==> src/rtl/mem_arb_pkg.sv <==
// Shared types and constants for the round-robin RAM arbiter (mem_arbiter).
// Lock-related types are only used when MEM_ARB_LOCK_EN is defined.
package mem_arb_pkg;

  localparam int DATA_W = 32;
  localparam int MASK_W = 4;

  typedef logic [1:0] master_idx_t;

  typedef struct packed {
    logic        valid;
    master_idx_t idx;
  } rd_tag_t;

  typedef enum logic {
    UNLOCKED = 1'b0,
    LOCKED   = 1'b1
  } lock_state_t;

endpackage

==> src/rtl/mem_arbiter_rr_picker.sv <==
// rr_picker: combinational rotate-priority encoder. The search starts at
// last_winner+1 and wraps; it returns a one-hot grant plus the winner index.
module rr_picker
  import mem_arb_pkg::*;
#(
  parameter int NUM_MASTERS = 2
) (
  input  logic [NUM_MASTERS-1:0] req,
  input  master_idx_t            last_winner,
  output logic [NUM_MASTERS-1:0] gnt,
  output master_idx_t            win_idx,
  output logic                   any_gnt
);

  // Outer loop walks the priority offsets; inner loop finds the master at that offset.
  always_comb begin
    gnt     = '0;
    win_idx = '0;
    any_gnt = 1'b0;
    for (int off = 0; off < NUM_MASTERS; off++) begin
      for (int m = 0; m < NUM_MASTERS; m++) begin
        if (!any_gnt && req[m] && (m == (int'(last_winner) + 1 + off) % NUM_MASTERS)) begin
          any_gnt = 1'b1;
          gnt[m]  = 1'b1;
          win_idx = master_idx_t'(m);
        end
      end
    end
  end

endmodule

==> src/rtl/mem_arbiter.sv <==
// mem_arbiter: round-robin sharing of a single-port word RAM between masters,
// with tagged read return. Define MEM_ARB_LOCK_EN to add the m_lock_i bus lock.
module mem_arbiter
  import mem_arb_pkg::*;
#(
  parameter int NUM_MASTERS = 2,
  parameter int ADDR_W      = 15,
  parameter int RD_LATENCY  = 1
) (
  input  logic                                   clk,
  input  logic                                   reset_i,
  input  logic [NUM_MASTERS-1:0]                 m_req_i,
  input  logic [NUM_MASTERS-1:0]                 m_we_i,
  input  logic [NUM_MASTERS-1:0][ADDR_W-1:0]     m_addr_i,
  input  logic [NUM_MASTERS-1:0][DATA_W-1:0]     m_wdata_i,
  input  logic [NUM_MASTERS-1:0][MASK_W-1:0]     m_wmask_i,
`ifdef MEM_ARB_LOCK_EN
  input  logic [NUM_MASTERS-1:0]                 m_lock_i,
`endif
  output logic [NUM_MASTERS-1:0]                 m_gnt_o,
  output logic [NUM_MASTERS-1:0]                 m_rvalid_o,
  output logic [DATA_W-1:0]                      m_rdata_o,
  output logic                                   mem_sel_o,
  output logic                                   mem_we_o,
  output logic [ADDR_W-1:0]                      mem_addr_o,
  output logic [DATA_W-1:0]                      mem_wdata_o,
  output logic [MASK_W-1:0]                      mem_wmask_o,
  input  logic [DATA_W-1:0]                      mem_rdata_i
);

  master_idx_t            last_winner_reg;
  master_idx_t            last_winner_next;
  logic [NUM_MASTERS-1:0] req_eff;
  logic [NUM_MASTERS-1:0] pick_gnt;
  master_idx_t            pick_idx;
  logic                   pick_any;
  rd_tag_t                new_tag;
  rd_tag_t                tail_tag;

  rr_picker #(
    .NUM_MASTERS(NUM_MASTERS)
  ) u_picker (
    .req         (req_eff),
    .last_winner (last_winner_reg),
    .gnt         (pick_gnt),
    .win_idx     (pick_idx),
    .any_gnt     (pick_any)
  );

`ifdef MEM_ARB_LOCK_EN
  lock_state_t            lock_state_reg;
  lock_state_t            lock_state_next;
  master_idx_t            lock_owner_reg;
  master_idx_t            lock_owner_next;
  logic [NUM_MASTERS-1:0] owner_mask;
  logic                   owner_req;
  logic                   owner_lock;
  logic                   win_lock;
  logic                   idle_release;

  always_comb begin
    owner_mask = '0;
    for (int i = 0; i < NUM_MASTERS; i++) begin
      owner_mask[i] = (lock_owner_reg == master_idx_t'(i));
    end
  end

  assign owner_req  = |(m_req_i & owner_mask);
  assign owner_lock = |(m_lock_i & owner_mask);
  assign win_lock   = |(m_lock_i & pick_gnt);

  // While locked the picker only ever sees the owner's request.
  assign req_eff = m_req_i & {NUM_MASTERS{reset_i}} &
                   ((lock_state_reg == LOCKED) ? owner_mask : {NUM_MASTERS{1'b1}});

  always_comb begin
    lock_state_next = lock_state_reg;
    lock_owner_next = lock_owner_reg;
    idle_release    = 1'b0;
    case (lock_state_reg)
      UNLOCKED: begin
        if (pick_any && win_lock) begin
          lock_state_next = LOCKED;
          lock_owner_next = pick_idx;
        end
      end
      LOCKED: begin
        if (pick_any) begin
          if (!win_lock) lock_state_next = UNLOCKED;
        end else if (!owner_req && !owner_lock) begin
          lock_state_next = UNLOCKED;
          idle_release    = 1'b1;
        end
      end
      default: lock_state_next = UNLOCKED;
    endcase

    if (pick_any)          last_winner_next = pick_idx;
    else if (idle_release) last_winner_next = lock_owner_reg;
    else                   last_winner_next = last_winner_reg;
  end

  always_ff @(posedge clk) begin
    if (!reset_i) begin
      lock_state_reg <= UNLOCKED;
      lock_owner_reg <= '0;
    end else begin
      lock_state_reg <= lock_state_next;
      lock_owner_reg <= lock_owner_next;
    end
  end
`else
  assign req_eff = m_req_i & {NUM_MASTERS{reset_i}};

  always_comb begin
    last_winner_next = pick_any ? pick_idx : last_winner_reg;
  end
`endif

  always_ff @(posedge clk) begin
    if (!reset_i) last_winner_reg <= master_idx_t'(NUM_MASTERS - 1);
    else          last_winner_reg <= last_winner_next;
  end

  always_comb begin
    mem_we_o    = 1'b0;
    mem_addr_o  = '0;
    mem_wdata_o = '0;
    mem_wmask_o = '0;
    for (int i = 0; i < NUM_MASTERS; i++) begin
      if (pick_gnt[i]) begin
        mem_we_o    = m_we_i[i];
        mem_addr_o  = m_addr_i[i];
        mem_wdata_o = m_wdata_i[i];
        mem_wmask_o = m_wmask_i[i];
      end
    end
  end

  assign mem_sel_o = pick_any;
  assign m_gnt_o   = pick_gnt;

  always_comb begin
    new_tag.valid = pick_any & ~mem_we_o;
    new_tag.idx   = pick_idx;
  end

  // Read-tag shift register, one stage per cycle of RAM read latency.
  for (genvar gi = 0; gi < RD_LATENCY; gi++) begin : g_tag
    rd_tag_t tag_reg;
    if (gi == 0) begin : g_head
      always_ff @(posedge clk) begin
        if (!reset_i) tag_reg <= '0;
        else          tag_reg <= new_tag;
      end
    end else begin : g_body
      always_ff @(posedge clk) begin
        if (!reset_i) tag_reg <= '0;
        else          tag_reg <= g_tag[gi-1].tag_reg;
      end
    end
  end

  assign tail_tag = g_tag[RD_LATENCY-1].tag_reg;

  // Gated by reset so a read in flight when reset drops never surfaces.
  always_comb begin
    m_rvalid_o = '0;
    for (int i = 0; i < NUM_MASTERS; i++) begin
      m_rvalid_o[i] = reset_i & tail_tag.valid & (tail_tag.idx == master_idx_t'(i));
    end
  end

  assign m_rdata_o = mem_rdata_i;

endmodule
==> config.mk <==
export PLATFORM = sky130hd
export DESIGN_NAME = mem_arbiter
export DESIGN_NICKNAME = d
export VERILOG_FILES = /design/src/rtl/mem_arb_pkg.sv /design/src/rtl/mem_arbiter_rr_picker.sv /design/src/rtl/mem_arbiter.sv
export SDC_FILE = /design/constraint.sdc
export NUM_CORES = 1
export LEC_CHECK = 0
export CORE_AREA = 3 3 88 90
export CTS_CLUSTER_SIZE = 28
export DETAILED_ROUTE_END_ITERATION = 10
export DIE_AREA = 0 0 91 93
export GPL_ROUTABILITY_DRIVEN = 0
export PLACE_DENSITY = 0.9
export SLEW_MARGIN = 20
export SYNTH_ARGS = -nofsm -noshare
export SYNTH_HDL_FRONTEND = slang
export SYNTH_SLANG_ARGS = --single-unit
==> constraint.sdc <==
create_clock -name clk -period 3.7 [get_ports clk]
set_clock_uncertainty 0.2 [all_clocks]
set_input_delay 0.74 -clock clk [delete_from_list [all_inputs] [get_ports clk]]
set_output_delay 0.74 -clock clk [all_outputs]
set_load 0.05 [all_outputs]
Yosys cells after proc, flatten, opt, wreduce, memory -nomap -nowiden
Cells that the tools add are included.
{"block": "op_classes", "bitwise_logic": 8, "muxes": 18, "addsub": 2, "n_reduce_logical": 13, "eq_ne": 3}
{"cell": "32-bit logical NOT", "n": 2}
{"cell": "32-bit 2-to-1 mux", "n": 2}
{"cell": "32-bit by 2-bit adder with 32-bit output, second input constant", "n": 1}
{"cell": "15-bit 2-to-1 mux", "n": 2}
{"cell": "1-bit 2-to-1 mux", "n": 12}
{"cell": "4-bit 2-to-1 mux", "n": 2}
{"cell": "1-bit logical AND", "n": 7}
{"cell": "1-bit bitwise AND", "n": 5}
{"cell": "2-bit == test, first input constant", "n": 2}
{"cell": "2-bit by 1-bit adder with 3-bit output, second input constant", "n": 1}
{"cell": "1-bit logical NOT", "n": 3}
{"cell": "2-bit bitwise AND", "n": 1}
{"cell": "2-bit by 1-bit == test with 1-bit output, second input constant", "n": 1}
{"cell": "2-bit logical NOT", "n": 1}
{"cell": "1-bit bitwise AND, first input constant", "n": 1}
{"cell": "1-bit inverter", "n": 1}
{"block": "word_totals", "word_cells": 47, "in_bits": 140, "out_inout_bits": 89, "register_bits": 5}

Depth between registers and ports, before layout
Gate-level depths: netlist (run 1).
{"block": "depth", "word_depth": 20, "mapped_depth": 4, "depth_no_buf": 2}

By module
From an unflattened synthesis (run 1), not the netlist that was laid out.
{"block": "unflattened", "hier_cells": 126, "hier_area_um2": 1109.8}
{"module": "mem_arbiter", "area_each_um2": 1066.0, "cells_per_inst": 119, "n_inst": 1, "seq_area_each_um2": 100.1}
{"module": "rr_picker", "area_each_um2": 43.8, "cells_per_inst": 7, "n_inst": 1, "seq_area_each_um2": 0.0}

Worst setup path after synthesis (run 1)
No wires, ideal clock.
{"block": "synth_timing", "path_type": "input -> output", "start": "input m_req_i[1]", "end": "output mem_addr_o[14]", "t_arrival_ns": 2.253, "path_buffers": 1, "setup_slack_ns": 0.507, "stages": 3, "required_time_ns": 2.760, "path_cell_list": "nor2b_1 buf_6 o32ai_1"}
{"block": "synth_via", "elab_chain_len": 13}
{"element": "start: declaration", "line_no": "mem_arbiter.sv:12", "source": "input logic [NUM_MASTERS-1:0] m_req_i,"}
{"element": "2-bit bitwise AND (*)", "line_no": "mem_arbiter.sv:113", "source": "assign req_eff = m_req_i & {NUM_MASTERS{reset_i}};"}
{"element": "1-bit logical AND (2 in a row)", "line_no": "mem_arbiter_rr_picker.sv:22", "source": "if (!any_gnt && req[m] && (m == (int'(last_winner) + 1 + off) % NUM_MASTERS)) begin"}
{"element": "1-bit 2-to-1 mux", "line_no": "mem_arbiter_rr_picker.sv:22"}
{"element": "1-bit logical NOT", "line_no": "mem_arbiter_rr_picker.sv:22"}
{"element": "1-bit logical AND (2 in a row)", "line_no": "mem_arbiter_rr_picker.sv:22"}
{"element": "1-bit 2-to-1 mux", "line_no": "mem_arbiter_rr_picker.sv:22"}
{"element": "1-bit logical NOT", "line_no": "mem_arbiter_rr_picker.sv:22"}
{"element": "1-bit logical AND (2 in a row)", "line_no": "mem_arbiter_rr_picker.sv:22"}
{"element": "1-bit 2-to-1 mux", "line_no": "mem_arbiter_rr_picker.sv:22"}
{"element": "15-bit 2-to-1 mux (*)", "line_no": "mem_arbiter.sv:131", "source": "if (pick_gnt[i]) begin"}
{"element": "end: declaration", "line_no": "mem_arbiter.sv:25", "source": "output logic [ADDR_W-1:0] mem_addr_o,"}
Mark *: on every way between the ends. The rest lies on a longest branch, timed or not.

Final worst setup path (run 1)
{"block": "layout_timing", "start": "input m_req_i[0]", "end": "output mem_sel_o"}
{"block": "layout_via", "elab_chain_len": 15}
{"element": "2-bit bitwise AND (*)", "line_no": "mem_arbiter.sv:113"}
{"element": "1-bit logical AND", "line_no": "mem_arbiter_rr_picker.sv:22"}
{"element": "1-bit 2-to-1 mux", "line_no": "mem_arbiter_rr_picker.sv:22"}
{"element": "1-bit logical NOT", "line_no": "mem_arbiter_rr_picker.sv:22"}
{"element": "1-bit logical AND (2 in a row)", "line_no": "mem_arbiter_rr_picker.sv:22"}
{"element": "1-bit 2-to-1 mux", "line_no": "mem_arbiter_rr_picker.sv:22"}
{"element": "1-bit logical NOT", "line_no": "mem_arbiter_rr_picker.sv:22"}
{"element": "1-bit logical AND (2 in a row)", "line_no": "mem_arbiter_rr_picker.sv:22"}
{"element": "1-bit 2-to-1 mux (*)", "line_no": "mem_arbiter_rr_picker.sv:22"}
{"element": "1-bit logical NOT", "line_no": "mem_arbiter_rr_picker.sv:22"}
{"element": "1-bit logical AND (2 in a row)", "line_no": "mem_arbiter_rr_picker.sv:22"}
{"element": "1-bit 2-to-1 mux (*)", "line_no": "mem_arbiter_rr_picker.sv:22"}
{"element": "end: declaration", "line_no": "mem_arbiter.sv:23", "source": "output logic mem_sel_o,"}
Marked as above.

==> results of run 1 <==
[cells by family (layout without fill, tap and decap cells)]
logic type	after synthesis	after routing	share of synthesized area, %
buf+inv	63	177	25.14
compound gates	55	55	46.62
simple gates	117	117	24.93
flops	3	3	3.306
[routing by layer]
metal | part of all wire [%] | global-route usage, %
met1 | 36 | 14.56
met4 | 2.1 | 4.397
met5 | 0 | 0
met3 | 11 | 3.459
met2 | 51 | 26.36
[final cells by class]
cell class | count | area, um^2
clock buffers | 4 | 45.04
fillers | 694 | 3989
inverters | 2 | 7.507
multi-input cells | 172 | 1308
flip-flops and latches | 3 | 60.06
well taps | 99 | 123.9
repair buffers | 171 | 1604
[how the worst min path moves through the flow]
stage,start,cells past startpoint,slack [ps],endpoint
floorplan,last_winner_reg[0],2,300,last_winner_reg[0]
global placement,last_winner_reg[0],2,360,last_winner_reg[0]
detailed placement,last_winner_reg[0],2,380,last_winner_reg[0]
CTS,last_winner_reg[0],2,380,last_winner_reg[0]
global route,last_winner_reg[0],2,410,last_winner_reg[0]
finish,last_winner_reg[0],2,380,last_winner_reg[0]
[synthesized netlist by cell type]
| library cell | number | area [um^2] |
|---|---|---|
| nand2_1 | 105 | 394.1 |
| o32ai_2 | 49 | 797.0 |
| buf_4 | 38 | 285.3 |
| buf_2 | 14 | 70.07 |
| buf_6 | 8 | 90.09 |
| nor2_1 | 6 | 22.52 |
| o32ai_1 | 4 | 35.03 |
| dfxtp_1 | 3 | 60.06 |
| nand2b_1 | 2 | 12.51 |
| a21bo_1 | 1 | 10.01 |
| and2_1 | 1 | 6.260 |
| and3_1 | 1 | 6.260 |
| clkbuf_1 | 1 | 3.750 |
| inv_1 | 1 | 3.750 |
| inv_2 | 1 | 3.750 |
| nor2b_1 | 1 | 6.260 |
| nor3_1 | 1 | 5.000 |
| o21ai_0 | 1 | 5.000 |
[through the flow]
stage               utilization, %  power (W)
CTS                          44.11  0.0006336
floorplan                        -  0.0004354
global route                 44.11  0.0006608
global placement             43.48  0.0005257
finish                       44.11  0.0006280
detailed placement           43.48  0.0005331
[worst max-delay path, cell delays in order]
cell	delay (ps)
clkdlybuf4s50_1	540
nor2_1	60
nor2_1	100
clkdlybuf4s50_1	820
[where the power goes]
| group | total [W] | leakage (nW) | switching, W | internal [W] |
|---|---|---|---|---|
| combinational | 0.000494 | 1.19 | 0.000277 | 0.000217 |
| clock | 0.0000976 | 0.0228 | 0.0000239 | 0.0000737 |
| sequential | 0.0000363 | 0.0249 | 0.00000158 | 0.0000347 |
==> summary.md, run 1 <==
| Metric | Value |
|---|---|
| Status | complete, no violations |
| Area grow syn2layout | 73.28% |
| Final TNS setup | 0 ps |
| DR WL/cell | 14.39 um |
| Root buffer cell | clkbuf_8 |
| I/O Pins | 229 |
| Critical Path RT | 2760 ps |
| Clock Latency Late Sink | 220 ps |
| Port Buffer Count | 164 |
| Final WS setup | 501.8 ps |
| Commonest non-fill, non-tap cell in the layout | clkdlybuf4s50_1 |
| Bufs on Longest Clock Path | 2 |
| Min Hold Slack | 378.8 ps |
| Nets | 493 |
| Via density | 4.871 |
| CTS buffer count | 3 |
| Crit path time final | 3198 ps |
| Row count | 31 |
| Gate Count Post-Synth | 238 |
| Final non-filler cell area | 3148 um^2 |
| Setup crit start | m_req_i[0] |
| Cell Pwr Density | 199.5 nW/um^2 |
| ANT cells | 0 |
| Crit path to | mem_sel_o |
| Core ar. | 7137 um^2 |
| H-tree Lvls | 1 |
| Max-slew headroom | 62.78% |
| Vias in the first global route | 2,124 |
| TritonCTS Sinks | 3 |
| Setup-failing EPs final | 0 |
| CTS Hold Bufs | 0 |
| Max Cap Violations | 0 |
| Final Hold Viols | 0 |
| CTS tree | built |
| Post-synth net total | 378 |
| WS Path Type | in -> out |
| Antenna violations before repair | 0 |
| Pins over their slew limit | 0 |
| Period utilisation layout | 86.44% |
| Post-route DRC | 0 |
| Worst r2r path cells | 3 |
| RSZ-0062 raised after global routing | no |
| Largest net degree at the start of global routing | 63 |
| Max FO, Critical Path | 4 |
| Final wirelength | 6491 um |
| Post-CTS Setup Repair Bufs | 0 |
| Static Leak | 1.242 nW |
| Synthesis Warnings | 0 |
| Max VDD drop | 0.2595 mV |
| Post-route ant nets | 0 |
| Crit end category | primary output |
| R2R Path Start | last_winner_reg[0] |
| Fmax achieved | 312.7 MHz |
| HP Class | reg -> reg |
| Post_cts resized | 0 |
| HPWL after DPL | 5076 um |
| Number of flip-flops in the largest register | 2 |
| Die Span Y | 93 um |
| Post-Layout Cell Count | 451 |
| Layout cells sized above 1 | 33.24% |
| Worst setup SP type | primary input |
| Iter 0 DRT Violations | 60 |
| Mapped cell area | 1817 um^2 |
| GRT Util Overall | 13.73% |
| DP Area | 3103 um^2 |
| Avg Cell Area, Syn | 7.633 um^2 |
| Starting Density | 25.46% |
| Sequential share of the synthesized area | 3.306% |
| Worst R2R End | g_tag[0].tag_reg[2] |
| Die area | 8463 um^2 |
| Die X | 91 um |
| Most frequent cells in the layout | clkdlybuf4s50_1 (109), nand2_1 (105), buf_4 (57) |
| Slew @ Worst Pin | 558.2 ps |
| First drt pass iteration count | 4 |
| Seq cells post-synth | 3 |
| Clock slew at reported path FFs | 30 ps |
| Library cells used by synthesis | 18 |
| R2R Setup Slk | 2320 ps |
| Post-Place Setup Slack | 533.3 ps |
| Grt total ovfl | 0 |
| First-pass GRT wire length | 10,010 um |
| Post-Place Cells | 447 |
| Crit path DAT | 2260 ps |
| Detailed-route via count | 2,197 |
Note: power is estimated with default switching activity, not from simulation.
==> inputs of run 2 (changes only) <==
- PLACE_DENSITY: 0.9 -> 0.79
- SYNTH_HIERARCHICAL: default -> 1
==> summary.md, run 2 <==
| Metric | Value |
|---|---|
| Status | complete, no violations |
| Area of the multi-input gates | 584.3 um^2 |
| Root buffer cell | clkbuf_8 |
| Fmax achieved | 290.2 MHz |
| Fill count | 673 |
| Area grow syn2layout | 184.8% |
| Combinational share of power | 79.5% |
| Sequential share of power | 7.0% |
| Final Hold Viols | 0 |
| Max VDD drop | 0.1801 mV |
| Hold depth | 2 |
| Cell internal pwr | 0.0004090 W |
| HP Class | reg -> reg |
| Row count | 31 |
| Via density | 4.184 |
| Final TNS setup | 0 ps |
| ANT cells | 0 |
| GRT Util Overall | 10.93% |
| Synthesis Warnings | 6 |
| Number of flip-flops in the largest register | 3 |
| Crit path DAT | 2510 ps |
| Post-route DRC | 0 |
| CTS buffer count | 3 |
| Sw Share | 40.19% |
| Layout cells sized above 1 | 27.31% |
| Die X | 91 um |
| Mapped cell area | 1074 um^2 |
| Clk pwr share | 13.4% |
| Die area | 8463 um^2 |
| Post-CTS Setup Repair Bufs | 0 |
| Vias in the first global route | 1,503 |
| Core ar. | 7137 um^2 |
| RSZ-0062 raised after global routing | no |
| Port Buffer Count | 164 |
| Post-synth net total | 263 |
| Reg area | 80.08 um^2 |
| H-tree Lvls | 1 |
| Static Leak | 1.228 nW |
| Switching power | 0.0002748 W |
| Die Span Y | 93 um |
| Starting Density | 15.04% |
| Iter 0 DRT Violations | 27 |
| Worst r2r path cells | 5 |
| DR WL/cell | 14.84 um |
| Post-route ant nets | 0 |
| Commonest non-fill, non-tap cell in the layout | clkdlybuf4s50_1 |
| I/O Pins | 229 |
| Critical Path RT | 2760 ps |
| Period utilisation layout | 93.12% |
| Grt total ovfl | 0 |
| Gate Count Post-Synth | 123 |
| Max FO, Critical Path | 21 |
| Clock slew at reported path FFs | 30 ps |
| Most frequent cells in the layout | clkdlybuf4s50_1 (107), buf_12 (55), a22o_1 (50) |
| First-pass GRT wire length | 7645 um |
| Largest net degree at the start of global routing | 58 |
| Post-Place Cells | 345 |
| Crit end category | primary output |
| Antenna violations before repair | 0 |
| First drt pass iteration count | 3 |
| Post-Layout Cell Count | 348 |
| Pins over their slew limit | 0 |
| Cell Pwr Density | 223.6 nW/um^2 |
| Post_cts resized | 0 |
| Worst setup SP type | primary input |
| Final wirelength | 5166 um |
| CTS tree | built |
| HPWL after DPL | 4399 um |
| Max Cap Violations | 0 |
| Avg Cell Area, Syn | 8.728 um^2 |
| TritonCTS Sinks | 4 |
| Setup-failing EPs final | 0 |
| Crit path time final | 3445 ps |
| Detailed-route via count | 1,456 |
| Clock Latency Late Sink | 220 ps |
| Nets | 391 |
| WS Path Type | in -> out |
| CTS Hold Bufs | 0 |
| Bufs on Longest Clock Path | 2 |
[run 2: per-stage QoR]
| step | power [W] | worst slack (ps) | utilization (%) | area [um^2] | hold WS, ps |
|---|---|---|---|---|---|
| after global routing | 0.0007057 | 135.5 | 42.85 | 3058 | 410.7 |
| after floorplan | 0.0003826 | 297.4 | - | 1081 | 284.2 |
| after detailed placement | 0.0005955 | 258.3 | 42.27 | 3017 | 365.3 |
| after global placement | 0.0005889 | 341.7 | 42.27 | 3017 | 347.3 |
| final | 0.0006838 | 254.6 | 42.85 | 3058 | 375.3 |
| after CTS | 0.0006908 | 243.5 | 42.85 | 3058 | 377.2 |
[run 2: cell type report]
class                      count  area share (%)
timing repair buffer         169           72.75
multi-input combinational     72           19.11
tap                           99           4.051
sequential                     4           2.619
clock buffer                   3           1.350
inverter                       1          0.1227
[run 2: worst max-delay path, stage by stage]
cell and delay [ps]:
clkdlybuf4s50_1 500, and2_1 210, a21boi_2 210, nor2b_4 200
buf_4 270, a22o_1 220, buf_12 150
[run 2: power by group through the flow]
stage / sequential (W) / clock, W / combinational, W
finish: 0.0000482 / 0.0000920 / 0.000544
global route: 0.0000484 / 0.0000952 / 0.000562
floorplan: 0.0000480 / 0 / 0.000335
CTS: 0.0000482 / 0.0000946 / 0.000548
global placement: 0.0000486 / 0 / 0.000540
detailed placement: 0.0000488 / 0 / 0.000547
[run 2: layer usage]
metal,track usage (%),share of wire [%],vias to the layer above,wire [um]
met5,0,0,-,0
met4,2.261,0.79,0,41
met3,3.459,9.0,10,465
met2,21.70,57,74,2968
met1,11.08,33,686,1691
li1,-,-,686,-
[run 2: path summary, 6_finish.rpt]
kind / slack, ps / startpoint / to
max reg2reg: 2150 / last_winner_reg[0] / g_tag[0].tag_reg[2]
min reg2reg: 380 / last_winner_reg[0] / last_winner_reg[0]
min: 380 / last_winner_reg[0] / last_winner_reg[0]
max: 250 / reset_i / mem_wdata_o[7]
